--- src/rtl/fetch_unit_pkg.sv ---
// Shared constants and types for the instruction fetch unit.
// PC select encodings, the NOP word and the fetch buffer entry layout.
package fetch_unit_pkg;

    localparam logic [1:0] PCSEL_PLUS4 = 2'd0;
    localparam logic [1:0] PCSEL_ALU = 2'd1;
    localparam logic [31:0] INST_NOP = 32'h0000_0013;

    typedef enum logic {
        ST_BOOT,
        ST_RUN
    } fetch_state_t;

    typedef struct packed {
        logic [31:0] inst;
        logic [31:0] pc;
    } fetch_entry_t;

endpackage

--- src/rtl/fetch_buf.sv ---
// Two-entry in-order buffer of fetched {inst, pc} pairs.
// Flush has priority; push and pop may coincide at any occupancy.
module fetch_buf #(
    parameter logic [63:0] RESET_DATA = '0
) (
    input  logic        clk,
    input  logic        rst,
    input  logic        push,
    input  logic        pop,
    input  logic        flush,
    input  logic [63:0] din,
    output logic        full,
    output logic        empty,
    output logic [63:0] dout
);

    logic [63:0] mem [2];
    logic        wr_ptr;
    logic        rd_ptr;
    logic [1:0]  count;
    logic        do_push;
    logic        do_pop;

    assign full = (count == 2'd2);
    assign empty = (count == 2'd0);
    assign do_pop = pop && !empty;
    assign do_push = push && (!full || do_pop);
    assign dout = mem[rd_ptr];

    always_ff @(posedge clk) begin
        if (rst) begin
            mem[0] <= RESET_DATA;
            mem[1] <= RESET_DATA;
            wr_ptr <= 1'b0;
            rd_ptr <= 1'b0;
            count <= 2'd0;
        end else if (flush) begin
            wr_ptr <= 1'b0;
            rd_ptr <= 1'b0;
            count <= 2'd0;
        end else begin
            // When full, the write slot is the head being popped this cycle.
            if (do_push) begin
                mem[wr_ptr] <= din;
                wr_ptr <= ~wr_ptr;
            end
            if (do_pop) begin
                rd_ptr <= ~rd_ptr;
            end
            count <= count + {1'b0, do_push} - {1'b0, do_pop};
        end
    end

endmodule

--- src/rtl/fetch_unit.sv ---
// Instruction fetch: one-cycle icache request/response, 2-entry buffer,
// epoch-tagged kill/redirect handling.
module fetch_unit
    import fetch_unit_pkg::*;
#(
    parameter logic [31:0] RESET_PC = 32'h4000_0000
) (
    input  logic        clk,
    input  logic        reset,
    input  logic [1:0]  PC_Sel,
    input  logic        Inst_Kill,
    input  logic [31:0] alu_target,
    output logic        icache_req_valid,
    input  logic        icache_req_ready,
    output logic [31:0] icache_addr,
    input  logic        icache_resp_valid,
    input  logic [31:0] icache_dout,
    output logic [31:0] inst,
    output logic [31:0] inst_pc,
    output logic        inst_valid,
    input  logic        decode_ready
);

    fetch_state_t state;
    fetch_state_t state_next;

    logic [31:0]  fpc;
    logic         outstanding;
    logic         out_epoch;
    logic [31:0]  out_pc;
    logic         epoch;
    logic         epoch_next;

    logic         kill;
    logic         accept;
    logic         pop;
    logic         resp_ok;
    logic         can_issue;
    logic         buf_full;
    logic         buf_empty;
    fetch_entry_t head;
    fetch_entry_t resp_entry;

    assign kill = reset && (Inst_Kill || (PC_Sel != PCSEL_PLUS4));
    assign inst_valid = reset && !buf_empty && !kill;
    assign pop = inst_valid && decode_ready;
    assign accept = icache_req_valid && icache_req_ready;
    assign icache_addr = kill ? alu_target : fpc;
    assign epoch_next = kill ? ~epoch : epoch;

    // The single outstanding response always lands next cycle, so a pop
    // in the same cycle frees the slot it would otherwise need.
    assign can_issue = !buf_full && (buf_empty || !outstanding || pop);

    assign resp_ok = icache_resp_valid && outstanding
                     && (out_epoch == epoch) && !kill;
    assign resp_entry = '{inst: icache_dout, pc: out_pc};

    assign inst = reset ? head.inst : INST_NOP;
    assign inst_pc = reset ? head.pc : RESET_PC;

    always_comb begin
        state_next = state;
        icache_req_valid = 1'b0;
        unique case (state)
            ST_BOOT: begin
                state_next = ST_RUN;
                icache_req_valid = reset;
            end
            ST_RUN: begin
                icache_req_valid = reset && (kill || can_issue);
            end
        endcase
    end

    always_ff @(posedge clk) begin
        if (!reset) begin
            state <= ST_BOOT;
            fpc <= RESET_PC;
            outstanding <= 1'b0;
            out_epoch <= 1'b0;
            out_pc <= RESET_PC;
            epoch <= 1'b0;
        end else begin
            state <= state_next;
            epoch <= epoch_next;
            outstanding <= accept;
            if (accept) begin
                out_pc <= icache_addr;
                out_epoch <= epoch_next;
                fpc <= icache_addr + 32'd4;
            end else if (kill) begin
                // Unaccepted redirect: hold the target until it is taken.
                fpc <= alu_target;
            end
        end
    end

    fetch_buf #(
        .RESET_DATA({INST_NOP, RESET_PC})
    ) u_buf (
        .clk   (clk),
        .rst   (~reset),
        .push  (resp_ok),
        .pop   (pop),
        .flush (kill),
        .din   (resp_entry),
        .full  (buf_full),
        .empty (buf_empty),
        .dout  (head)
    );

endmodule

--- config.mk ---
export PLATFORM = sky130hd
export DESIGN_NAME = fetch_unit
export DESIGN_NICKNAME = d
export VERILOG_FILES = /design/src/rtl/fetch_unit_pkg.sv /design/src/rtl/fetch_buf.sv /design/src/rtl/fetch_unit.sv
export SDC_FILE = /design/constraint.sdc
export NUM_CORES = 1
export LEC_CHECK = 0
export BUFFER_PORTS_ARGS = -buffer_cell sky130_fd_sc_hd__buf_2
export CORE_UTILIZATION = 60
export CTS_CLUSTER_SIZE = 28
export DETAILED_ROUTE_END_ITERATION = 10
export GPL_TIMING_DRIVEN = 0
export PLACE_DENSITY = 0.85
export SLEW_MARGIN = 30
export SYNTH_ARGS = -nofsm -noshare
export SYNTH_HDL_FRONTEND = slang
export SYNTH_SLANG_ARGS = --single-unit
--- constraint.sdc ---
create_clock -name clk -period 5.95 [get_ports clk]
set_clock_uncertainty 0.05 [all_clocks]
set_input_delay 1.19 -clock clk [delete_from_list [all_inputs] [get_ports clk]]
set_output_delay 1.19 -clock clk [all_outputs]
set_load 0.03 [all_outputs]
==> results of run 1 <==
[placed cells by master (no fill, tap or decap), types with 20 or more instances in the layout]
cell and instances:
dfxtp_1 73, nor3_1 20, clkbuf_16 23, nand2_1 74, nor2_1 118, clkbuf_1 39
and2_1 118, mux2i_1 101, nand3_1 20, inv_1 23, buf_2 179, edfxtp_1 128
[cells by family (layout without fill, tap and decap cells)]
family,after synthesis,count (layout),synth area share
simple gates,406,406,0.216
flops,201,201,0.563
mux,106,106,0.113
compound gates,81,81,0.0642
buf+inv,78,286,0.0328
xor+xnor,7,7,0.00651
fa+ha+maj,3,3,0.00399
[worst max-delay path, cell delays in order]
cell and delay (ns):
buf_2 0.08, buf_2 0.21, o31a_1 0.46, buf_2 0.38
buf_2 0.35, buf_4 0.28, mux2i_1 0.43, inv_1 0.11
buf_2 0.20
[sequential cells by signal (all words and copies together) (netlist names), named ones only]
register      cells
u_buf.mem       128
fpc              32
out_pc           32
u_buf.count       2
epoch             1
out_epoch         1
outstanding       1
state             1
u_buf.rd_ptr      1
u_buf.wr_ptr      1
[stage by stage]
stage	total power, W	cell area (µm²)	utilization
CTS	0.00337	11300	0.743
finish	0.00337	11300	0.743
global route	0.00347	11300	0.743
detailed placement	0.00201	10600	0.695
global placement	0.00200	10500	0.690
floorplan	0.00186	9420	-
[where the power goes]
part | leakage (nW) | switching (W) | internal (W)
clock network | 0.357 | 0.000525 | 0.000860
logic | 2.33 | 0.000274 | 0.000120
registers | 1.90 | 0.0000362 | 0.00156
total | 4.59 | 0.000835 | 0.00254
[worst paths after layout]
path	to	from	depth (start not counted)
worst min register to register	u_buf.wr_ptr	u_buf.wr_ptr	2
worst max-delay path	icache_addr[17]	reset	9
worst max register to register	u_buf.mem[0][49]	epoch	8
worst min-delay path	u_buf.wr_ptr	u_buf.wr_ptr	2
[metal layers]
layer | wire [µm] | up-vias
li1 | - | 3499
met3 | 1920 | 59
met5 | 0 | -
met1 | 9740 | 3442
met2 | 11100 | 363
met4 | 704 | 0
[final cells by class]
cell class | count | area [µm²] | share of cell area
sequential | 201 | 5310 | 0.468
multi-input combinational | 603 | 3820 | 0.337
timing repair buffer | 171 | 901 | 0.0795
clock buffer | 31 | 626 | 0.0552
tap | 211 | 264 | 0.0233
buffer | 55 | 223 | 0.0196
clock inverter | 6 | 108 | 0.00949
inverter | 23 | 86.3 | 0.00762
==> metrics.md, run 1 <==
| Metric | Value |
|---|---|
| Syn Nets | `roughly 960` |
| Global-route wire length before repair | `about 36000 µm` |
| Ranking of synthesized cells by area | `edfxtp_1 (41%), dfxtp_1 (16%), mux2i_1 (11%)` |
| Post-route setup TNS | `0 ns` |
| Core area | `around 15000 µm²` |
| DRT Pass-1 Iters | `5` |
| Synth warn | `0` |
| DP Worst Slack | `about 1.1 ns` |
| Final cell count without fillers | `1301` |
| CTS Buffer Depth | `3` |
| Boundary Pins | `170` |
| Drt first-iter violations | `573` |
| Final WS setup | `1.01 ns` |
| Fmax | `between 0.2 and 0.25 GHz` |
| Initial antenna violation count | `0` |
| Ys flop type | `edfxtp_1` |
| Worst Hold Class | `flip-flop to flip-flop` |
| Slew headroom | `0.461` |
| Pwr Density | `about 300 nW/µm²` |
| Total Wirelength | `~23000 µm` |
| Layout fillers | `~1000` |
| Yosys top cell by area | `edfxtp_1` |
| Die extent in y | `127 µm` |
| RePlAce Congestion | `0.930` |
| Pin count of the biggest net entering global routing | `46` |
| Num CTS Buffers | `21` |
| Final layout net count | `roughly 1200` |
| Worst EP arrival | `roughly 3.7 ns` |
| Reg-to-reg setup timing slack | `between 3 and 4 ns` |
| CTS H-Tree Depth | `1` |
| GRT met1 Usage | `0.380` |
| Count of final max-slew check failures | `0` |
| Number of global-route vias before repair | `slightly below 7000` |
| Starting density of the core | `0.617` |
| Unrepaired setup endpoints after global routing | `false` |
| Netlist cell types | `57` |
| Yosys reg bits | `about 200` |
| Top-area cell type share of the netlist area | `0.408` |
| Post-DP HPWL | `approximately 17000 µm` |
| Min Tclk post-route | `around 4.9 ns` |
| Max_cap viols | `0` |
| Most frequent cell after synthesis | `edfxtp_1` |
| Async set-reset flop share out of synthesis | `0` |
| Final hold vios | `0` |
| Post-placement cell count | `about 1300` |
| Status | `finished clean` |
| CTS tree | `yes` |
| Die width | `127 µm` |
| Final worst path period share | `0.830` |
| # diodes | `0` |
| Post-CTS setup buffer count | `0` |
| Area growth from synthesis to final layout | `20.4%` |
| Grt met3 use | `0.0456` |
| Met2 Use GR | `0.485` |
| CP Class | `primary input to output pin` |
| Number of synthesized flops with an enable pin | `128` |
| Seq/Total Area, Yosys | `0.563` |
| WP data required | `~4.7 ns` |
| Via Count | `7363` |
| Synth Cell Area | `between 9000 and 10000 µm²` |
| Vias per inst | `roughly 5.7` |
| Die Area | `between 15000 and 20000 µm²` |
| Leak | `between 4 and 5 nW` |
| Worst Max-Slew Pin Slew | `around 0.8 ns` |
| Share of cells above drive strength 1 | `0.213` |
| Hold_buf cts | `0` |
| Smallest hold slack | `around 0.44 ns` |
| Commonest cells post-synth | `edfxtp_1 (128), and2_1 (118), nor2_1 (118)` |
| Synthesized instance count | `roughly 880` |
| GRT Overall Usage | `0.289` |
| CP max FO | `10` |
| DR DRC count | `0` |
| Port Buffers | `approximately 170` |
| Endpoints failing setup | `0` |
| Startpoint Class | `primary input` |
| Clock root buffer | `clkbuf_16` |
| Maximum VDD drop | `0.222 mV` |
| Drt wl/cell | `about 18 µm` |
| Avg Inst Size Synth | `~11 µm²` |
| GRT overflow | `0` |
| Most Crowded Layer GR | `met2` |
| CP endpoint kind | `output pin` |
| CTS sink cnt | `about 200` |
| # rows | `45` |
| Worst-Skew Late Latency | `0.49 ns` |
| Post-route ant nets | `0` |
| Post-CTS Resized | `0` |
| Clock-pin slew on the worst setup and hold paths | `0.06 ns` |
Power figures use the tool's default switching activity.
==> run 2: changes to the inputs <==
- CORE_UTILIZATION: 60 -> 56
- PLACE_DENSITY: 0.85 -> 0.8
- clock period: 5.95 -> 4.6 ns (I/O delays scaled with it)
==> run 2 against run 1 <==
Compared with the run above:
- combinational power is 28% higher
- count of clock-buffer cells in the layout is 3 lower
- critical path depth stayed put
- first-iteration DRC count is 6.3% lower
- non-clock buffer count stayed put
- total power is 28% higher
- global-route usage is 2.5 points lower
- largest cell class unchanged
- clock power is 26% higher
- wire length is 2.0% lower
- cell area is 0.13% lower
- highest routed layer unchanged
- utilization is 5.8 points lower
==> metrics.md, run 2 (synthesis results as in run 1) <==
| Metric | Value |
|---|---|
| Slew headroom | `0.453` |
| Most common cell after layout, fill and taps aside | `buf_2` |
| # rows | `47` |
| Flop pwr share | `0.478` |
| Global-route wire length before repair | `around 36000 µm` |
| Endpoints failing setup | `0` |
| CP bufs+invs | `7` |
| Boundary Pins | `170` |
| Fmax | `between 0.2 and 0.25 GHz` |
| Final hold vios | `0` |
| Hold_buf cts | `0` |
| Min-Delay Startpoint | `u_buf.wr_ptr` |
| Reg-to-reg setup timing slack | `a little over 2 ns` |
| Worst Max-Slew Pin Slew | `a little over 0.8 ns` |
| Startpoint Class | `primary input` |
| GRT Overall Usage | `0.264` |
| Initial antenna violation count | `0` |
| Pwr Density | `380 nW/µm²` |
| Largest reg by FF count | `u_buf.mem` |
| CTS tree | `yes` |
| Clock-pin slew on the worst setup and hold paths | `around 0.06 ns` |
| Crit Reg-Reg Endpoint | `u_buf.mem[0][28]` |
| CP endpoint kind | `output pin` |
| Count of final max-slew check failures | `0` |
| Unrepaired setup endpoints after global routing | `false` |
| Die extent in y | `132 µm` |
| Max reg flops | `about 130` |
| Clock network power share | `0.404` |
| Post-CTS setup buffer count | `0` |
| DP Worst Slack | `0.263 ns` |
| Status | `finished clean` |
| Slowest stage delay, CP | `0.45 ns` |
| Final worst path period share | `0.941` |
| Commonest cells after routing, fill and taps aside | `buf_2 (179), edfxtp_1 (128), and2_1 (118), nor2_1 (118), mux2i_1 (101)` |
| Core area | `16500 µm²` |
| NetSw | `about 0.0011 W` |
| Die Area | `around 17000 µm²` |
| Leading registers by flop count | `u_buf.mem x128, fpc x32, out_pc x32` |
| Hold Crit Depth | `2` |
| Total Wirelength | `approximately 23000 µm` |
| WP data required | `around 3.6 ns` |
| Internal Pwr Total | `roughly 0.0032 W` |
| CP Class | `primary input to output pin` |
| Final WS setup | `0.274 ns` |
| RePlAce Congestion | `just under 1` |
| # diodes | `0` |
| Worst reg2reg path startpoint | `epoch` |
| Crit-path cells | `buf_2 > buf_2 > o31a_1 > buf_2 > buf_2 > buf_4 > mux2i_1 > inv_1 > buf_2` |
| CP max FO | `10` |
| Leak | `roughly 4.6 nW` |
| Worst reg2reg path depth | `8` |
| Logic gate share of total power | `0.118` |
| Clock root buffer | `clkbuf_16` |
| Top cell by count, worst path | `buf_2` |
| CP delay by family, top | `buffers and inverters` |
| Post-CTS Resized | `0` |
| Via Count | `roughly 7300` |
| Num CTS Buffers | `21` |
| Worst Hold Class | `flip-flop to flip-flop` |
| CTS Buffer Depth | `3` |
| Switch share | `0.248` |
| CTS H-Tree Depth | `1` |
| Max_cap viols | `0` |
| Slowest stage cell on the critical path | `o31a_1` |
| Share of cells above drive strength 1 | `0.216` |
| DRT Pass-1 Iters | `5` |
| Drt wl/cell | `about 18 µm` |
| Area growth from synthesis to final layout | `20.2%` |
| Pin count of the biggest net entering global routing | `47` |
| Worst-Skew Late Latency | `0.48 ns` |
| Port Buffers | `around 170` |
| Final layout net count | `approximately 1200` |
| Starting density of the core | `0.570` |
| Crit path from | `reset` |
| Vias per inst | `5.54` |
| Min Tclk post-route | `~4.3 ns` |
| DR DRC count | `0` |
| Number of global-route vias before repair | `7068` |
| Post-DP HPWL | `approximately 17000 µm` |
| Maximum VDD drop | `about 0.26 mV` |
| Worst EP arrival | `about 3.4 ns` |
| GRT overflow | `0` |
| Drt first-iter violations | `approximately 540` |
| Finished Core Util | `0.685` |
| Post-route ant nets | `0` |
| WHS Endpoint | `u_buf.wr_ptr` |
| CTS sink cnt | `about 200` |
| Die width | `between 100 and 150 µm` |
## run 2: changes by cell type in the layout (fill, tap and decap cells not counted)
| cell | before | now |
|---|---|---|
| clkbuf_8 | 2 | 4 |
| clkinv_2 | 1 | 4 |
| clkbuf_16 | 23 | 21 |
| buf_12 | 0 | 1 |
| buf_16 | 2 | 1 |
| clkbuf_1 | 39 | 36 |
| clkinv_4 | 0 | 1 |
| inv_6 | 1 | 0 |
## run 2: stage by stage
| stage | area, µm² | instances | hold WS [ns] | power [W] | setup TNS [ns] |
|---|---|---|---|---|---|
| after floorplan | 9420 | 882 | 0.398 | 0.00241 | 0 |
| after global placement | 10500 | 1271 | 0.415 | 0.00258 | -28.08 |
| after detailed placement | 10600 | 1273 | 0.431 | 0.00260 | 0 |
| after CTS | 11300 | 1310 | 0.446 | 0.00432 | 0 |
| after global routing | 11300 | 1310 | 0.468 | 0.00444 | 0 |
| final | 11300 | 1310 | 0.446 | 0.00431 | 0 |
## run 2: worst max-delay path by stage
stage	to	slack, ns	cells after the start
floorplan	fpc[22]	0.84	12
global placement	u_buf.mem[0][57]	-0.30	7
detailed placement	fpc[22]	0.26	13
CTS	icache_addr[17]	0.35	9
global route	icache_addr[17]	0.22	9
finish	icache_addr[17]	0.27	9
## run 2: layout make-up
| class | count | area, µm² |
|---|---|---|
| clock buffer | 28 | 592 |
| multi-input combinational | 603 | 3820 |
| clock inverter | 9 | 123 |
| buffer | 55 | 223 |
| sequential | 201 | 5310 |
| inverter | 23 | 86.3 |
| tap | 220 | 275 |
| fill | 1248 | 5200 |
| timing repair buffer | 171 | 893 |
## run 2: worst min-delay path, delay by kind of cell (launching register included)
family | cells | cell delay, ns
and+or+nand+nor | 1 | 0.07
AOI/OAI and AO/OA | 1 | 0.06
DFF | 1 | 0.32
## run 2: per-layer routing
| metal | vias to the layer above | wire (µm) | track usage |
|---|---|---|---|
| met5 | - | 0 | 0 |
| met4 | 0 | 592 | 0.102 |
| met3 | 52 | 1840 | 0.0417 |
| met2 | 328 | 10700 | 0.433 |
| met1 | 3386 | 9800 | 0.353 |
| li1 | 3496 | - | - |
## run 2: power groups by stage
stage	combinational [W]	clock, W	sequential (W)
6_report	0.000506	0.00174	0.00206
3_5_place_dp	0.000501	0	0.00210
5_1_grt	0.000545	0.00182	0.00207
3_3_place_gp	0.000487	0	0.00210
4_1_cts	0.000504	0.00175	0.00206
2_1_floorplan	0.000325	0	0.00208
==> run 3: changes to the inputs <==
- CORE_UTILIZATION: 56 -> 58
- CTS_BUF_LIST: not set -> sky130_fd_sc_hd__clkbuf_4 sky130_fd_sc_hd__clkbuf_8
- PLACE_DENSITY: 0.8 -> 0.83
==> run 3 against run 2 <==
Compared with the run above:
- non-clock buffer count did not move
- sequential cell count did not move
- combinational power barely moved
- sequential share of layout area barely moved
- critical endpoint unchanged
==> metrics.md, run 3 (synthesis results as in run 1) <==
| Metric | Value |
|---|---|
| Status | `finished clean` |
| Starting density of the core | `0.593` |
| Logic gate share of total power | `0.119` |
| Post-CTS setup buffer count | `0` |
| Final layout net count | `around 1200` |
| Drt first-iter violations | `508` |
| Slew headroom | `0.448` |
| Port Buffers | `between 150 and 200` |
| Final cell count without fillers | `about 1300` |
| Total Wirelength | `~24000 µm` |
| WP data required | `3.63 ns` |
| Global-route wire length before repair | `35600 µm` |
| Clock root buffer | `clkbuf_8` |
| Fmax | `~0.23 GHz` |
| Post-route ant nets | `0` |
| Hold_buf cts | `0` |
| Share of cells above drive strength 1 | `0.232` |
| Core area | `about 16000 µm²` |
| Drt wl/cell | `around 18 µm` |
| Worst reg2reg path depth | `8` |
| CTS Buffer Depth | `3` |
| NetSw | `roughly 0.0011 W` |
| Maximum VDD drop | `between 0.2 and 0.25 mV` |
| Die Area | `around 17000 µm²` |
| Clock network power share | `0.395` |
| Switch share | `0.263` |
| Leading registers by flop count | `u_buf.mem x128, fpc x32, out_pc x32` |
| Vias per inst | `around 5.6` |
| CP max FO | `10` |
| Crit-path cells | `buf_2 > buf_2 > o31a_1 > buf_2 > buf_2 > buf_4 > mux2i_1 > inv_1 > buf_2` |
| Final hold vios | `0` |
| Unrepaired setup endpoints after global routing | `false` |
| CP bufs+invs | `7` |
| Smallest hold slack | `roughly 0.41 ns` |
| Crit Reg-Reg Endpoint | `u_buf.mem[0][37]` |
| Final worst path period share | `0.965` |
| Worst Max-Slew Pin Slew | `0.823 ns` |
| Die width | `129 µm` |
| Clock-pin slew on the worst setup and hold paths | `about 0.070 ns` |
| WHS Endpoint | `state` |
| Die extent in y | `129 µm` |
| Endpoints failing setup | `0` |
| Boundary Pins | `170` |
| CTS tree | `yes` |
| RePlAce Congestion | `between 0.9 and 1` |
| Worst Hold Class | `primary input to flip-flop` |
| Post-DP HPWL | `16400 µm` |
| CTS sink cnt | `~200` |
| Area growth from synthesis to final layout | `20.2%` |
| Multi-input logic area | `3820 µm²` |
| Pwr Density | `~380 nW/µm²` |
| Leak | `approximately 4.6 nW` |
| Flop pwr share | `0.485` |
| Pin count of the biggest net entering global routing | `between 40 and 50` |
| CP endpoint kind | `output pin` |
| Worst EP arrival | `about 3.5 ns` |
| Commonest cells after routing, fill and taps aside | `buf_2 (179), edfxtp_1 (128), and2_1 (118), nor2_1 (118), mux2i_1 (101)` |
| Initial antenna violation count | `0` |
| Most common cell after layout, fill and taps aside | `buf_2` |
| Startpoint Class | `primary input` |
| CTS H-Tree Depth | `1` |
| # diodes | `0` |
| Worst-Skew Late Latency | `between 0.5 and 0.6 ns` |
| Max reg flops | `between 100 and 150` |
| Layout fillers | `roughly 1200` |
| GRT overflow | `0` |
| Slowest stage cell on the critical path | `o31a_1` |
| Internal Pwr Total | `about 0.0031 W` |
| GRT Overall Usage | `0.277` |
| CP Class | `primary input to output pin` |
| Reg-to-reg setup timing slack | `around 2 ns` |
| Count of final max-slew check failures | `0` |
| DR DRC count | `0` |
| Largest reg by FF count | `u_buf.mem` |
| Min Tclk post-route | `around 4.4 ns` |
| Number of global-route vias before repair | `roughly 7000` |
| Worst reg2reg path startpoint | `epoch` |
| Min-Delay Startpoint | `reset` |
| DRT Pass-1 Iters | `6` |
| FF+latch area | `~5300 µm²` |
| Post-placement cell count | `approximately 1300` |
| Post-CTS Resized | `0` |
| Slowest stage delay, CP | `between 0.4 and 0.5 ns` |
| # rows | `46` |
| Hold Crit Depth | `1` |
| Top cell by count, worst path | `buf_2` |
| Max_cap viols | `0` |
| Via Count | `roughly 7500` |
| Num CTS Buffers | `31` |
| CP delay by family, top | `buffers and inverters` |
-- run 3: cell count changes in the layout (fill, tap and decap cells not counted), sizes merged --
cell	delta
inv	+1
clkinv	+4
clkbuf	+15
clkinvlp	+1
-- run 3: stage by stage --
step                total power [W]  utilization  TNS, ns  instance area [µm²]  setup slack (ns)
floorplan                   0.00241            -        0                 9420             0.841
global placement            0.00258        0.663   -21.09                10500            -0.230
detailed placement          0.00260        0.667        0                10600             0.167
CTS                         0.00424        0.712        0                11300             0.247
global route                0.00438        0.712        0                11300             0.144
finish                      0.00424        0.712        0                11300             0.160
-- run 3: area by class of cell --
type,instances,share of cell area
Multi-Input combinational cell,603,0.338
Clock inverter,15,0.0136
Sequential cell,201,0.469
Tap cell,216,0.0239
Clock buffer,43,0.0495
Buffer,55,0.0197
Inverter,23,0.00763
Timing Repair Buffer,171,0.0789
-- run 3: worst max path at each step --
| stage | startpoint | endpoint | slack, ns | cells past startpoint |
|---|---|---|---|---|
| floorplan | reset | fpc[22] | 0.84 | 12 |
| global placement | reset | u_buf.mem[0][60] | -0.23 | 7 |
| detailed placement | reset | fpc[22] | 0.17 | 13 |
| CTS | reset | icache_addr[17] | 0.25 | 9 |
| global route | reset | icache_addr[17] | 0.14 | 9 |
| finish | reset | icache_addr[17] | 0.16 | 9 |
-- run 3: worst reg2reg max path, stage by stage, from the launching register on --
cell       delay (ns)
dfxtp_1          0.35
xor2_1           0.18
a2111oi_4        0.39
nand2b_1         0.11
clkbuf_1         0.28
nor2_1           0.30
buf_2            0.27
clkbuf_1         0.37
and2_1           0.19
-- run 3: power by group through the flow --
stage / sequential [W] / clock, W / combinational [W]
finish: 0.00206 / 0.00168 / 0.000507
CTS: 0.00206 / 0.00168 / 0.000503
global placement: 0.00210 / 0 / 0.000485
global route: 0.00207 / 0.00176 / 0.000546
detailed placement: 0.00210 / 0 / 0.000500
floorplan: 0.00208 / 0 / 0.000325
-- run 3: per-layer routing --
metal	track usage	vias to the layer above	routed length [µm]
met3	0.0450	48	2100
li1	-	3525	-
met4	0.0951	0	576
met5	0	-	0
met2	0.470	369	11100
met1	0.363	3525	9700
